==> src/rtl/pipe_hazard_pkg.sv <==
// Shared types for the pipeline hazard/forwarding controller.
// Forwarding select encoding and redirect FSM states.
package pipe_hazard_pkg;

    localparam int unsigned REG_AW_DEF = 3;

    typedef enum logic [1:0] {
        FWD_RF  = 2'b00,
        FWD_WB  = 2'b01,
        FWD_MEM = 2'b10
    } fwd_sel_e;

    typedef enum logic {
        RUN      = 1'b0,
        REDIRECT = 1'b1
    } hz_state_e;

endpackage

==> src/rtl/hazard_fwd_sel.sv <==
// Per-operand forwarding select: compares an Execute source tag against M and W dest tags.
// The M stage holds the younger result, so it wins over W.
module hazard_fwd_sel
    import pipe_hazard_pkg::*;
#(
    parameter int unsigned REG_AW = REG_AW_DEF
) (
    input  logic [REG_AW-1:0] ra_e_i,
    input  logic [REG_AW-1:0] wa_m_i,
    input  logic [REG_AW-1:0] wa_w_i,
    input  logic              reg_write_m_i,
    input  logic              reg_write_w_i,
    output fwd_sel_e          sel_o
);

    always_comb begin
        sel_o = FWD_RF;
        if (reg_write_m_i && (wa_m_i == ra_e_i)) begin
            sel_o = FWD_MEM;
        end else if (reg_write_w_i && (wa_w_i == ra_e_i)) begin
            sel_o = FWD_WB;
        end
    end

endmodule

==> src/rtl/pipe_hazard_ctrl.sv <==
// Hazard controller: operand forwarding, load-use stall, branch-redirect flush FSM and
// saturating stall/flush performance counters.
module pipe_hazard_ctrl
    import pipe_hazard_pkg::*;
#(
    parameter int unsigned REG_AW       = REG_AW_DEF,
    parameter int unsigned FLUSH_CYCLES = 2,
    parameter int unsigned CNT_W        = 16
) (
    input  logic              clk,
    input  logic              reset_n,
    input  logic [REG_AW-1:0] RA1D,
    input  logic [REG_AW-1:0] RA2D,
    input  logic [REG_AW-1:0] RA1E,
    input  logic [REG_AW-1:0] RA2E,
    input  logic [REG_AW-1:0] WA3E,
    input  logic [REG_AW-1:0] WA3M,
    input  logic [REG_AW-1:0] WA3W,
    input  logic              RegWriteE,
    input  logic              RegWriteM,
    input  logic              RegWriteW,
    input  logic              MemtoRegE,
    input  logic              BranchTakenE,
    input  logic              PCSrcW,
    input  logic              cnt_clr,
    output logic [1:0]        ForwardAE,
    output logic [1:0]        ForwardBE,
    output logic              StallF,
    output logic              StallD,
    output logic              FlushD,
    output logic              FlushE,
    output logic [CNT_W-1:0]  stall_cnt,
    output logic [CNT_W-1:0]  flush_cnt
);

    localparam int unsigned        RcntW    = $clog2(FLUSH_CYCLES + 1);
    localparam logic [RcntW-1:0]   RcntInit = RcntW'(FLUSH_CYCLES - 1);
    localparam logic [CNT_W-1:0]   CntMax   = '1;

    hz_state_e          state_q, state_d;
    logic [RcntW-1:0]   rcnt_q, rcnt_d;
    logic [CNT_W-1:0]   stall_cnt_q, stall_cnt_d;
    logic [CNT_W-1:0]   flush_cnt_q, flush_cnt_d;

    fwd_sel_e fwd_a, fwd_b;
    logic     ldstall, flush_d, flush_e, stall;

    hazard_fwd_sel #(
        .REG_AW (REG_AW)
    ) u_fwd_a (
        .ra_e_i        (RA1E),
        .wa_m_i        (WA3M),
        .wa_w_i        (WA3W),
        .reg_write_m_i (RegWriteM),
        .reg_write_w_i (RegWriteW),
        .sel_o         (fwd_a)
    );

    hazard_fwd_sel #(
        .REG_AW (REG_AW)
    ) u_fwd_b (
        .ra_e_i        (RA2E),
        .wa_m_i        (WA3M),
        .wa_w_i        (WA3W),
        .reg_write_m_i (RegWriteM),
        .reg_write_w_i (RegWriteW),
        .sel_o         (fwd_b)
    );

    assign ldstall = MemtoRegE & RegWriteE & ((WA3E == RA1D) | (WA3E == RA2D));
    assign flush_d = BranchTakenE | PCSrcW | (state_q == REDIRECT);
    assign flush_e = BranchTakenE | (ldstall & ~BranchTakenE);
    // A flushed Decode holds a wrong-path instruction, so stalling it is pointless.
    assign stall   = ldstall & ~BranchTakenE & ~flush_d;

    assign ForwardAE = reset_n ? fwd_a : FWD_RF;
    assign ForwardBE = reset_n ? fwd_b : FWD_RF;
    assign StallF    = reset_n & stall;
    assign StallD    = reset_n & stall;
    assign FlushD    = reset_n & flush_d;
    assign FlushE    = reset_n & flush_e;
    assign stall_cnt = stall_cnt_q;
    assign flush_cnt = flush_cnt_q;

    always_comb begin
        state_d = state_q;
        rcnt_d  = rcnt_q;
        unique case (state_q)
            RUN: begin
                if (BranchTakenE && (FLUSH_CYCLES > 1)) begin
                    state_d = REDIRECT;
                    rcnt_d  = RcntInit;
                end
            end
            REDIRECT: begin
                if (BranchTakenE) begin
                    rcnt_d = RcntInit;
                end else if (rcnt_q == '0) begin
                    state_d = RUN;
                end else begin
                    rcnt_d = rcnt_q - RcntW'(1);
                end
            end
            default: state_d = RUN;
        endcase
    end

    always_comb begin
        stall_cnt_d = stall_cnt_q;
        flush_cnt_d = flush_cnt_q;
        if (cnt_clr) begin
            stall_cnt_d = '0;
            flush_cnt_d = '0;
        end else begin
            if (stall && (stall_cnt_q != CntMax)) stall_cnt_d = stall_cnt_q + CNT_W'(1);
            if (flush_e && (flush_cnt_q != CntMax)) flush_cnt_d = flush_cnt_q + CNT_W'(1);
        end
    end

    always_ff @(posedge clk or negedge reset_n) begin
        if (!reset_n) begin
            state_q     <= RUN;
            rcnt_q      <= '0;
            stall_cnt_q <= '0;
            flush_cnt_q <= '0;
        end else begin
            state_q     <= state_d;
            rcnt_q      <= rcnt_d;
            stall_cnt_q <= stall_cnt_d;
            flush_cnt_q <= flush_cnt_d;
        end
    end

endmodule

==> config.mk <==
export PLATFORM = sky130hd
export DESIGN_NAME = pipe_hazard_ctrl
export DESIGN_NICKNAME = d
export VERILOG_FILES = /design/src/rtl/pipe_hazard_pkg.sv /design/src/rtl/hazard_fwd_sel.sv /design/src/rtl/pipe_hazard_ctrl.sv
export SDC_FILE = /design/constraint.sdc
export NUM_CORES = 1
export LEC_CHECK = 0
export ABC_AREA = 1
export BUFFER_PORTS_ARGS = -buffer_cell sky130_fd_sc_hd__clkbuf_2
export CAP_MARGIN = 25
export CORE_MARGIN = 5
export CORE_UTILIZATION = 37
export DETAILED_ROUTE_END_ITERATION = 16
export PLACE_DENSITY = 0.68
export SLEW_MARGIN = 0
export SYNTH_ARGS = -nofsm -noshare
export SYNTH_HDL_FRONTEND = slang
export SYNTH_SLANG_ARGS = --single-unit
==> constraint.sdc <==
create_clock -name clk -period 1.6 [get_ports clk]
set_input_delay 0 -clock clk [delete_from_list [all_inputs] [get_ports clk]]
set_output_delay 0 -clock clk [all_outputs]
set_load 0.02 [all_outputs]
Word level (Yosys, flattened, before mapping)
Cells that the tools add are included.

Bits in latches: 0. Input bits: 30. Logic and storage cells: 59. Output and inout bits: 40. Bits in writable memories: 0. ROM bits: 0. Register bits: 35. Memories: 0.

Bitwise gates (word level): 14. Reductions and logical operators: 10. Shifts and indexed selects: 0. Multipliers: 0. Magnitude comparators: 0. Eq/ne operators: 10. Muxes and demuxes: 18. $add $sub $neg: 3. Divide/modulo/power cells: 0.

Operator list (count): $mux W16 (4); $add A16 B1 Y16 const B (2); $ne A16 B16 Y1 const B (2); $eq A3 B3 Y1 (6); $mux W2 (7); $and A1 B1 Y1 (7); $logic_and A1 B1 Y1 (6); $mux W1 (5); $or A1 B1 Y1 (4); $pmux W2 S2 (1); $reduce_bool A2 Y1 (2); $ne A3 B3 Y1 const B (1); $not A1 Y1 (3); $logic_not A2 Y1 (1); $ne A2 B2 Y1 const B (1); $pmux W1 S2 (1); $reduce_and A2 Y1 (1); $sub A2 B1 Y2 const B (1).

Logic depth before layout (Yosys ltp)
Gate-level depths: netlist of the first run.

Word-level depth: 8. Gate-level depth with buffers: 11.

Hierarchy
A second synthesis of the first run with hierarchy kept.

Cells, all modules: 443. Area, all modules: 2841.5 um^2.

Modules (own cells, without submodules): pipe_hazard_ctrl (instances 1, cells an instance 377, area an instance 2551.2 um^2); hazard_fwd_sel (instances 2, cells an instance 33, area an instance 145.1 um^2).

Worst setup path after synthesis of the first run
No wires, ideal clock.

Path type: flip-flop to flip-flop. From: register stall_cnt_q[0] (netlist: stall_cnt[0]). To: register stall_cnt_q[3] (netlist: stall_cnt[3]). Cell stages (with the launch flop): 10. Required time: 1.483 ns. Buffers on the path: 1. Library setup time: 0.117 ns. Path slack: -0.078 ns. Period minus slack after synthesis: 1.678 ns. Arrival time: 1.560 ns. Path through: dfrtp_1 ha_1 nand3_1 inv_1 nand4_1 nand4_2 nand2_2 buf_6 nand2_1 nand2_1.

Longest elaborated chain between the ends: 3. Elaborated cells on any way between the ends: 6.

Ends and longest elaborated chain: start: declaration (line pipe_hazard_ctrl.sv:42) `logic [CNT_W-1:0] stall_cnt_q, stall_cnt_d;`; start signal: assignment (line pipe_hazard_ctrl.sv:129) `stall_cnt_q <= stall_cnt_d;`; $add A16 B1 Y16 or $ne A16 B16 Y1 (tied branches) (line pipe_hazard_ctrl.sv:115) `if (stall && (stall_cnt_q != CntMax)) stall_cnt_d = stall_cnt_q + CNT_W'(1);`; $mux W16 or $logic_and A1 B1 Y1 (tied branches) (line pipe_hazard_ctrl.sv:115); $mux W16 or $reduce_bool A2 Y1 (tied branches).

Parallel ways exist; a longest one is shown, timed or not. The select of a mux whose other input is x is not followed. A chain may end at the register's enable or synchronous reset.

Final worst setup path of the first run
From: register stall_cnt_q[0] (netlist: stall_cnt[0]). To: register stall_cnt_q[15] (netlist: stall_cnt[15]).

The elaborated chain is that of the path after synthesis.

==> results of run 1 <==
==> power by group <==
part           total (mW)  switching [mW]  internal (mW)
logic               0.400           0.247          0.153
registers           0.964          0.0348          0.929
clock network       0.717           0.324          0.393
==> path summary, 6_finish.rpt <==
path | startpoint | endpoint | slack (ns) | cells after the start
max | stall_cnt[0] | stall_cnt[15] | 0.09 | 9
min | BranchTakenE | state_q | 0.05 | 3
max in group asynchronous | reset_n | stall_cnt[7] | 0.89 | 3
min reg2reg | rcnt_q[0] | rcnt_q[0] | 0.49 | 2
max reg2reg | stall_cnt[0] | stall_cnt[15] | 0.09 | 9
min in group asynchronous | reset_n | stall_cnt[2] | 0.35 | 3
==> critical path, cell delays in order (launching register included) <==
cell and delay, ns:
dfrtp_2 0.39, buf_4 0.13, nand3_1 0.16, inv_1 0.11, nand2_1 0.12, nor2_2 0.17
xnor2_1 0.14, nor2_1 0.06, nand2_1 0.07, nand2_1 0.05
==> cell families after synthesis <==
family                   after synthesis
flip-flops                            35
buffers and inverters                 58
XOR/XNOR                              24
AO/OA/AOI/OAI                         10
AND/OR/NAND/NOR                      267
adder cells (fa/ha/maj)                3
==> area by class of cell <==
type | instances | share of cell area
Multi-Input combinational cell | 304 | 0.460
Timing Repair Buffer | 94 | 0.164
Clock buffer | 8 | 0.0295
Tap cell | 96 | 0.0355
Inverter | 45 | 0.0499
Sequential cell | 35 | 0.261
==> repair_timing <==
action,4_1_cts,5_1_grt
setup buffers,0,2
hold buffers,1,0
resized for setup,0,15
endpoints found under the hold margin,35,0
setup endpoints to repair,0,18
==> Yosys cell counts (all sizes together) <==
master   number  area share
clkbuf        4      0.0057
buf           9       0.023
nor3          6       0.015
ha            3       0.014
nor2         52       0.078
o22ai         1      0.0024
or2           1      0.0024
nor3b         4       0.011
dfrtp        35        0.33
nor4          2      0.0047
xnor2         8       0.027
o21ai         4      0.0076
o2111ai       1      0.0033
a21oi         4      0.0076
nand2       127        0.19
inv          45       0.064
nand4        24       0.065
xor2         16       0.053
nand3        51       0.097
==> layout by cell type, fill, tap and decap left out <==
cell type / netlist / final
nand4_4: 1 / 2
buf_4: 2 / 21
clkbuf_8: 0 / 7
nand4_1: 22 / 22
buf_6: 2 / 2
o22ai_1: 1 / 1
dfrtp_2: 0 / 8
nand2_8: 0 / 1
xor2_1: 16 / 16
ha_4: 0 / 1
nand2_2: 2 / 1
or2_2: 1 / 1
nand2_4: 1 / 1
o2111ai_1: 1 / 1
o21ai_0: 4 / 4
dlygate4sd3_1: 0 / 1
a21oi_1: 4 / 4
inv_2: 1 / 2
nor2_2: 1 / 3
nor2_4: 1 / 1
nor4_1: 2 / 2
dfrtp_1: 35 / 27
nand3_2: 0 / 1
buf_12: 0 / 1
nor3b_1: 4 / 4
nor3_2: 2 / 2
nor2_1: 50 / 48
clkbuf_2: 0 / 69
nand3_1: 51 / 50
nor3_1: 4 / 4
clkbuf_1: 4 / 1
ha_1: 3 / 2
xnor2_1: 8 / 8
nand2_1: 124 / 124
inv_1: 44 / 43
==> metal layers <==
layer,routed length [um],vias up
met5,0,-
met4,118,0
met3,405,11
met2,3200,75
met1,3190,1236
li1,-,1451
==> state kept, by name, summed over array words and instances, names as in the netlist <==
register	count
rcnt_q	2
state_q	1
flush_cnt	16
stall_cnt	16
==> qor.txt, run 1 <==
Placer congestion estimate -> 0.869
Initial antenna violation count -> 0
Crit Path Class -> register to register
Synth Area in Adders -> 0.0143
Fin. Hold Viols -> 0
Pwr Total -> 2.08 mW
Largest net degree at the start of global routing -> 40
Slew headroom -> 0.667
Post-synthesis simple-gate area fraction -> 0.459
CTS buffer count -> 5
DR vias -> 2773
Slew Limit Fails -> 0
Cells after Synth -> 397
Final-report setup violation count -> 0
FF+latch area -> 886 um2
Syn_nets -> 430
Core area -> 6870 um2
Initial core utilization -> 0.383
Post-detail-place hpwl -> 5.33 mm
Clock slew at reported path FFs -> 0.08 ns
IO Count -> 70
Post-synthesis mux area share -> 0
Global routing's busiest layer -> met2
Later-pin clock latency in the skew report -> 0.29 ns
Tmin final -> 1.51 ns
Die height -> 94.4 um
Met2 GRT Util -> 0.267
Largest family of logic cells by synthesized area -> simple AND/OR/NAND/NOR gates
# DRC -> 0
Full die area -> 8910 um2
Worst Tran Pin Value -> 0.499 ns
Synthesis Warnings -> 0
Place WS -> 0.0641 ns
Mapped Area -> 2630 um2
Clock buffer depth -> 2
Post-synthesis register bit count -> 35
Tcrit/Tclk final -> 0.943
Setup TNS -> 0 ns
Final #Nets -> 518
CTS Sinks -> 35
Critical path data required time -> 1.79 ns
Antenna cells -> 0
Skew final -> 0.0131 ns
H-tree depth -> 2
Fmax -> 0.663 GHz
Fin util -> 0.493
P per Cell Area -> 614 nW/um2
CP Capture Type -> register
Buffers on Ports -> 69
Status -> finished clean
Xor and xnor area share after synthesis -> 0.0798
Crit start category -> register
Compound-Gate Fraction of Synth Area -> 0.0209
Final worst slack -> 0.0906 ns
Fillcell total -> 695
Met1 GRT Util -> 0.204
Synth-to-layout area growth -> 28.6%
Cell area after layout -> 3390 um2
Seq/Total Area, Yosys -> 0.333
Leakage Power -> 1.83 nW
Post-synth cell types -> 30
Min Hold Slack -> 0.0503 ns
Die X -> 94.4 um
Layout cells sized above 1 -> 0.255
ANT nets after route -> 0
Maxcap violations -> 0
1st-iter DRT viols -> 134
Met3 Usage GRT -> 0.0390
Floorplan row count -> 30
Placed cell areas -> 3220 um2
Root buf cell -> clkbuf_8
Placed instance count -> 571
Routed len/inst -> 11.9 um
Vias in the first global route -> 2665
Drt via density -> 4.76
Wirelength, routed -> 6.92 mm
GRT Overall Usage -> 0.161
First-pass DRT Iterations -> 4
Gr ovfl total -> 0
Global-route wire length before repair -> 11.7 mm
Crit-path max FO -> 4
Critical path data arrival time -> 1.70 ns
CTS tree -> built
Max VDD drop -> 0.000308 V
Average size of a mapped cell -> 6.63 um2
Area of the multi-input gates -> 1560 um2
Non-Filler Instances -> 582
Hold crit path type -> primary input to register
(Power assumes the default switching activity.)
==> run 2: changes to the inputs <==
CTS_BUF_LIST = sky130_fd_sc_hd__clkbuf_4   (was unset)
==> run 2 against run 1 <==
Effect of this change:
- sequential cell count stayed put
- power shrank 11%
- worst setup slack got worse by 0.061 ns
- core utilization rose by 0.24 points
- via count increased by 1.8%
- clock power fell by 33%
==> qor.txt, run 2 (same netlist as run 1, synthesis figures left out) <==
Status -> finished clean
Crit start category -> register
Post-detail-place hpwl -> 5.33 mm
Hold crit path type -> primary input to register
Largest net degree at the start of global routing -> 40
Core area -> 6870 um2
Pwr Total -> 1.85 mW
Area of the multi-input gates -> 1600 um2
# DRC -> 0
ANT nets after route -> 0
RSZ-0062 raised after global routing -> yes
GRT Overall Usage -> 0.160
Final-report setup violation count -> 0
First-pass DRT Iterations -> 4
1st-iter DRT viols -> 163
Slew Limit Fails -> 0
Root buf cell -> clkbuf_4
Synth-to-layout area growth -> 29.3%
H-tree depth -> 2
Tmin final -> 1.57 ns
Wirelength, routed -> 6.98 mm
Crit Path Class -> register to register
Routed len/inst -> 11.9 um
Final #Nets -> 521
Later-pin clock latency in the skew report -> 0.35 ns
Clock buffer depth -> 2
Floorplan row count -> 30
Drt via density -> 4.83
Crit-path max FO -> 7
Worst Tran Pin Value -> 0.588 ns
CTS Sinks -> 35
CTS buffer count -> 5
Skew final -> 0.0210 ns
Slew headroom -> 0.608
Die X -> 94.4 um
Maxcap violations -> 0
Initial antenna violation count -> 0
Tcrit/Tclk final -> 0.981
Layout cells sized above 1 -> 0.272
Most frequent cells in the layout -> nand2_1, clkbuf_2, nor2_1
Non-Filler Instances -> 585
Fillcell total -> 701
Placer congestion estimate -> 0.869
Antenna cells -> 0
Gr ovfl total -> 0
P per Cell Area -> 543 nW/um2
Critical path data required time -> 1.83 ns
CP Capture Type -> register
Initial core utilization -> 0.383
Clock slew at reported path FFs -> 0.12 ns
Placed instance count -> 571
DR vias -> 2823
Critical path data arrival time -> 1.80 ns
Leading cell type in the layout, fill and taps excluded -> nand2_1
IO Count -> 70
FF+latch area -> 886 um2
Full die area -> 8910 um2
Max VDD drop -> 0.000236 V
Die height -> 94.4 um
Leakage Power -> 1.82 nW
Global-route wire length before repair -> 11.7 mm
Fin. Hold Viols -> 0
Buffers on Ports -> 69
Vias in the first global route -> 2671
Fmax -> 0.637 GHz
CTS tree -> built
==> run 2: cell types whose count changed in the layout (fill, tap and decap cells not counted), moves of 2 or more <==
cell and change:
nand2_1 -2, clkbuf_8 -7, clkbuf_4 +6, nand3_2 +5
nand2_2 +2, nand3_1 -5, clkinv_1 +2
==> run 2: stage by stage <==
step | util | worst slack (ns) | setup TNS [ns] | area [um2] | hold slack, ns
after CTS | 0.479 | 0.0414 | 0 | 3290 | 0.133
after global routing | 0.496 | -0.0406 | -0.330 | 3400 | 0.155
after floorplan | - | 0.0000211 | 0 | 2650 | -0.296
final | 0.496 | 0.0301 | 0 | 3400 | 0.137
after global placement | 0.468 | 0.134 | 0 | 3220 | 0.156
after detailed placement | 0.468 | 0.0641 | 0 | 3220 | 0.161
==> run 2: per-layer routing <==
metal	share of wire	up-vias	global-route usage
met5	0	-	0
met1	0.45	1273	0.205
met3	0.061	12	0.0319
met4	0.017	0	0.0602
li1	-	1460	-
met2	0.48	78	0.268
==> run 2: path summary, 6_finish.rpt <==
path / start / to / slack [ns] / cells after the start
setup / recovery: stall_cnt[1] / stall_cnt[7] / 0.03 / 8
hold / removal: cnt_clr / stall_cnt[0] / 0.14 / 5
setup reg to reg: stall_cnt[1] / stall_cnt[7] / 0.03 / 8
hold reg to reg: rcnt_q[0] / rcnt_q[0] / 0.50 / 2
max in group asynchronous: reset_n / stall_cnt[9] / 0.96 / 3
min in group asynchronous: reset_n / stall_cnt[0] / 0.28 / 3
==> run 2: repair_timing <==
| item | in CTS | in global routing |
|---|---|---|
| resized for setup | 0 | 23 |
| hold buffers | 2 | 0 |
| endpoints found under the setup margin | 0 | 20 |
| setup buffers | 0 | 3 |
| endpoints found under the hold margin | 36 | 0 |
==> run 2: power by group <==
part	internal (mW)	switching, mW
Sequential	0.928	0.0351
Combinational	0.158	0.251
Clock	0.180	0.297
==> run 2: final cells by class <==
| cell class | count | area share |
|---|---|---|
| repair buffers | 96 | 0.168 |
| multi-input cells | 305 | 0.471 |
| well taps | 96 | 0.0353 |
| flip-flops and latches | 35 | 0.260 |
| clock inverters | 2 | 0.00221 |
| clock buffers | 6 | 0.0132 |
| inverters | 45 | 0.0496 |
==> run 2: critical path, cell delays in order, from the launching register on <==
cell	delay, ns
dfrtp_2	0.45
ha_4	0.18
nand3_2	0.07
inv_2	0.05
nand4_1	0.14
nand4_4	0.24
buf_6	0.22
nand3_1	0.06
nand2_1	0.05
==> run 3: changes to the inputs <==
CORE_UTILIZATION = 25   (was 37)
PLACE_DENSITY = 0.51   (was 0.68)
==> run 3 against run 2 <==
Effect of this change:
- core utilization fell by 15 points
- register-to-register slack gained 0.09 ns
- clock-buffer cell count fell by 1
- via count grew 1.4%
- sequential power shrank 0.5%
- sequential share of layout area decreased by 0.91 points
- non-clock buffer count up 9
- global-route usage is 3.6 points lower
- sequential cell count unchanged
- largest cell class unchanged
- largest power group unchanged
==> qor.txt, run 3 (same netlist as run 1, synthesis figures left out) <==
Status -> finished clean
Final #Nets -> 529
Later-pin clock latency in the skew report -> 0.35 ns
Buffers on Ports -> 69
Synth-to-layout area growth -> 33.8%
Crit start category -> register
Leading cell type in the layout, fill and taps excluded -> nand2_1
H-tree depth -> 2
Critical path data required time -> 1.60 ns
Routed len/inst -> 12.2 um
Largest net degree at the start of global routing -> 43
Most frequent cells in the layout -> nand2_1, clkbuf_2, nand3_1
Skew final -> 0.00942 ns
Crit-path max FO -> 3
Layout cells sized above 1 -> 0.270
Max VDD drop -> 0.000324 V
Vias in the first global route -> 2815
Hold crit path type -> primary input to register
First-pass DRT Iterations -> 5
Worst Tran Pin Value -> 0.488 ns
# DRC -> 0
Core area -> 10300 um2
Setup TNS -> 0 ns
Floorplan row count -> 37
P per Cell Area -> 581 nW/um2
Clock slew at reported path FFs -> 0.12 ns
Tmin final -> 1.48 ns
CTS Sinks -> 35
Critical path data arrival time -> 1.48 ns
Clock buffer depth -> 2
Maxcap violations -> 0
CTS tree -> built
Leakage Power -> 1.89 nW
Die X -> 113 um
Post-detail-place hpwl -> 5.86 mm
Gr ovfl total -> 0
Die height -> 113 um
Slew Limit Fails -> 0
IO Count -> 70
Root buf cell -> clkbuf_4
Crit Path Class -> register to primary output
GRT Overall Usage -> 0.124
Full die area -> 12700 um2
Drt via density -> 4.52
1st-iter DRT viols -> 110
Final-report setup violation count -> 0
Tcrit/Tclk final -> 0.928
Fin. Hold Viols -> 0
Antenna cells -> 0
Placer congestion estimate -> 0.826
Placed cell areas -> 3350 um2
Initial antenna violation count -> 0
ANT nets after route -> 0
RSZ-0062 raised after global routing -> no
Fmax -> 0.674 GHz
Slew headroom -> 0.675
Wirelength, routed -> 7.75 mm
CTS buffer count -> 5
Global-route wire length before repair -> 13.2 mm
Fin util -> 0.341
DR vias -> 2863
Cell area after layout -> 3520 um2
CP Capture Type -> primary output
Initial core utilization -> 0.255
==> run 3: changes by cell type in the layout (fill, tap and decap cells not counted), moves of 2 or more <==
cell / before / now
nand3_2: 6 / 1
nand3_1: 45 / 50
buf_4: 22 / 32
nand2_4: 2 / 0
clkbuf_2: 69 / 67
==> run 3: routing by layer <==
metal / track usage / wire length, um / up-vias
met5: 0 / 0 / -
met4: 0.0313 / 98 / 0
met3: 0.0237 / 435 / 7
met2: 0.207 / 3620 / 82
met1: 0.164 / 3600 / 1296
li1: - / - / 1478
==> run 3: report_power, final <==
| part | internal [mW] | leakage [nW] | switching (mW) |
|---|---|---|---|
| registers | 0.928 | 0.467 | 0.0311 |
| logic | 0.169 | 1.38 | 0.260 |
| clock network | 0.322 | 0.0426 | 0.339 |
| total | 1.42 | 1.89 | 0.629 |
==> run 3: layout make-up <==
type	count	area [um2]
clock buffers	5	37.5
clock inverters	3	38.8
fillers	1129	6800
inverters	45	169
multi-input cells	304	1570
flip-flops and latches	35	885
well taps	136	170
repair buffers	105	652
==> run 3: worst paths after layout <==
kind / startpoint / endpoint / slack [ns] / depth (start not counted)
min in group asynchronous: reset_n / stall_cnt[0] / 0.28 / 3
max: state_q / StallD / 0.12 / 4
min: cnt_clr / stall_cnt[5] / 0.13 / 5
max reg2reg: stall_cnt[1] / stall_cnt[2] / 0.12 / 8
max in group asynchronous: reset_n / stall_cnt[6] / 0.96 / 3
min reg2reg: rcnt_q[0] / rcnt_q[0] / 0.49 / 2
==> run 3: per-stage QoR <==
step	setup slack [ns]	std cells	power (mW)	hold WS [ns]
2_1_floorplan	0.0000211	397	1.22	-0.296
3_3_place_gp	0.0709	622	1.38	0.150
3_5_place_dp	0.00239	622	1.39	0.157
4_1_cts	0.0212	632	2.06	0.107
5_1_grt	0.00233	633	2.16	0.160
6_report	0.116	633	2.05	0.132
==> run 3: worst max-delay path, cell delays in order, from the launching register on <==
cell and delay [ns]:
dfrtp_1 0.43, nor3_1 0.15, buf_4 0.16, nor3b_2 0.20, clkbuf_2 0.20
==> run 3: timing repair <==
action,in CTS,in global routing
endpoints found under the setup margin,17,33
pin swaps,0,3
hold buffers,2,0
setup buffers,0,1
gates resized for setup,2,18
hold endpoints to repair,36,0
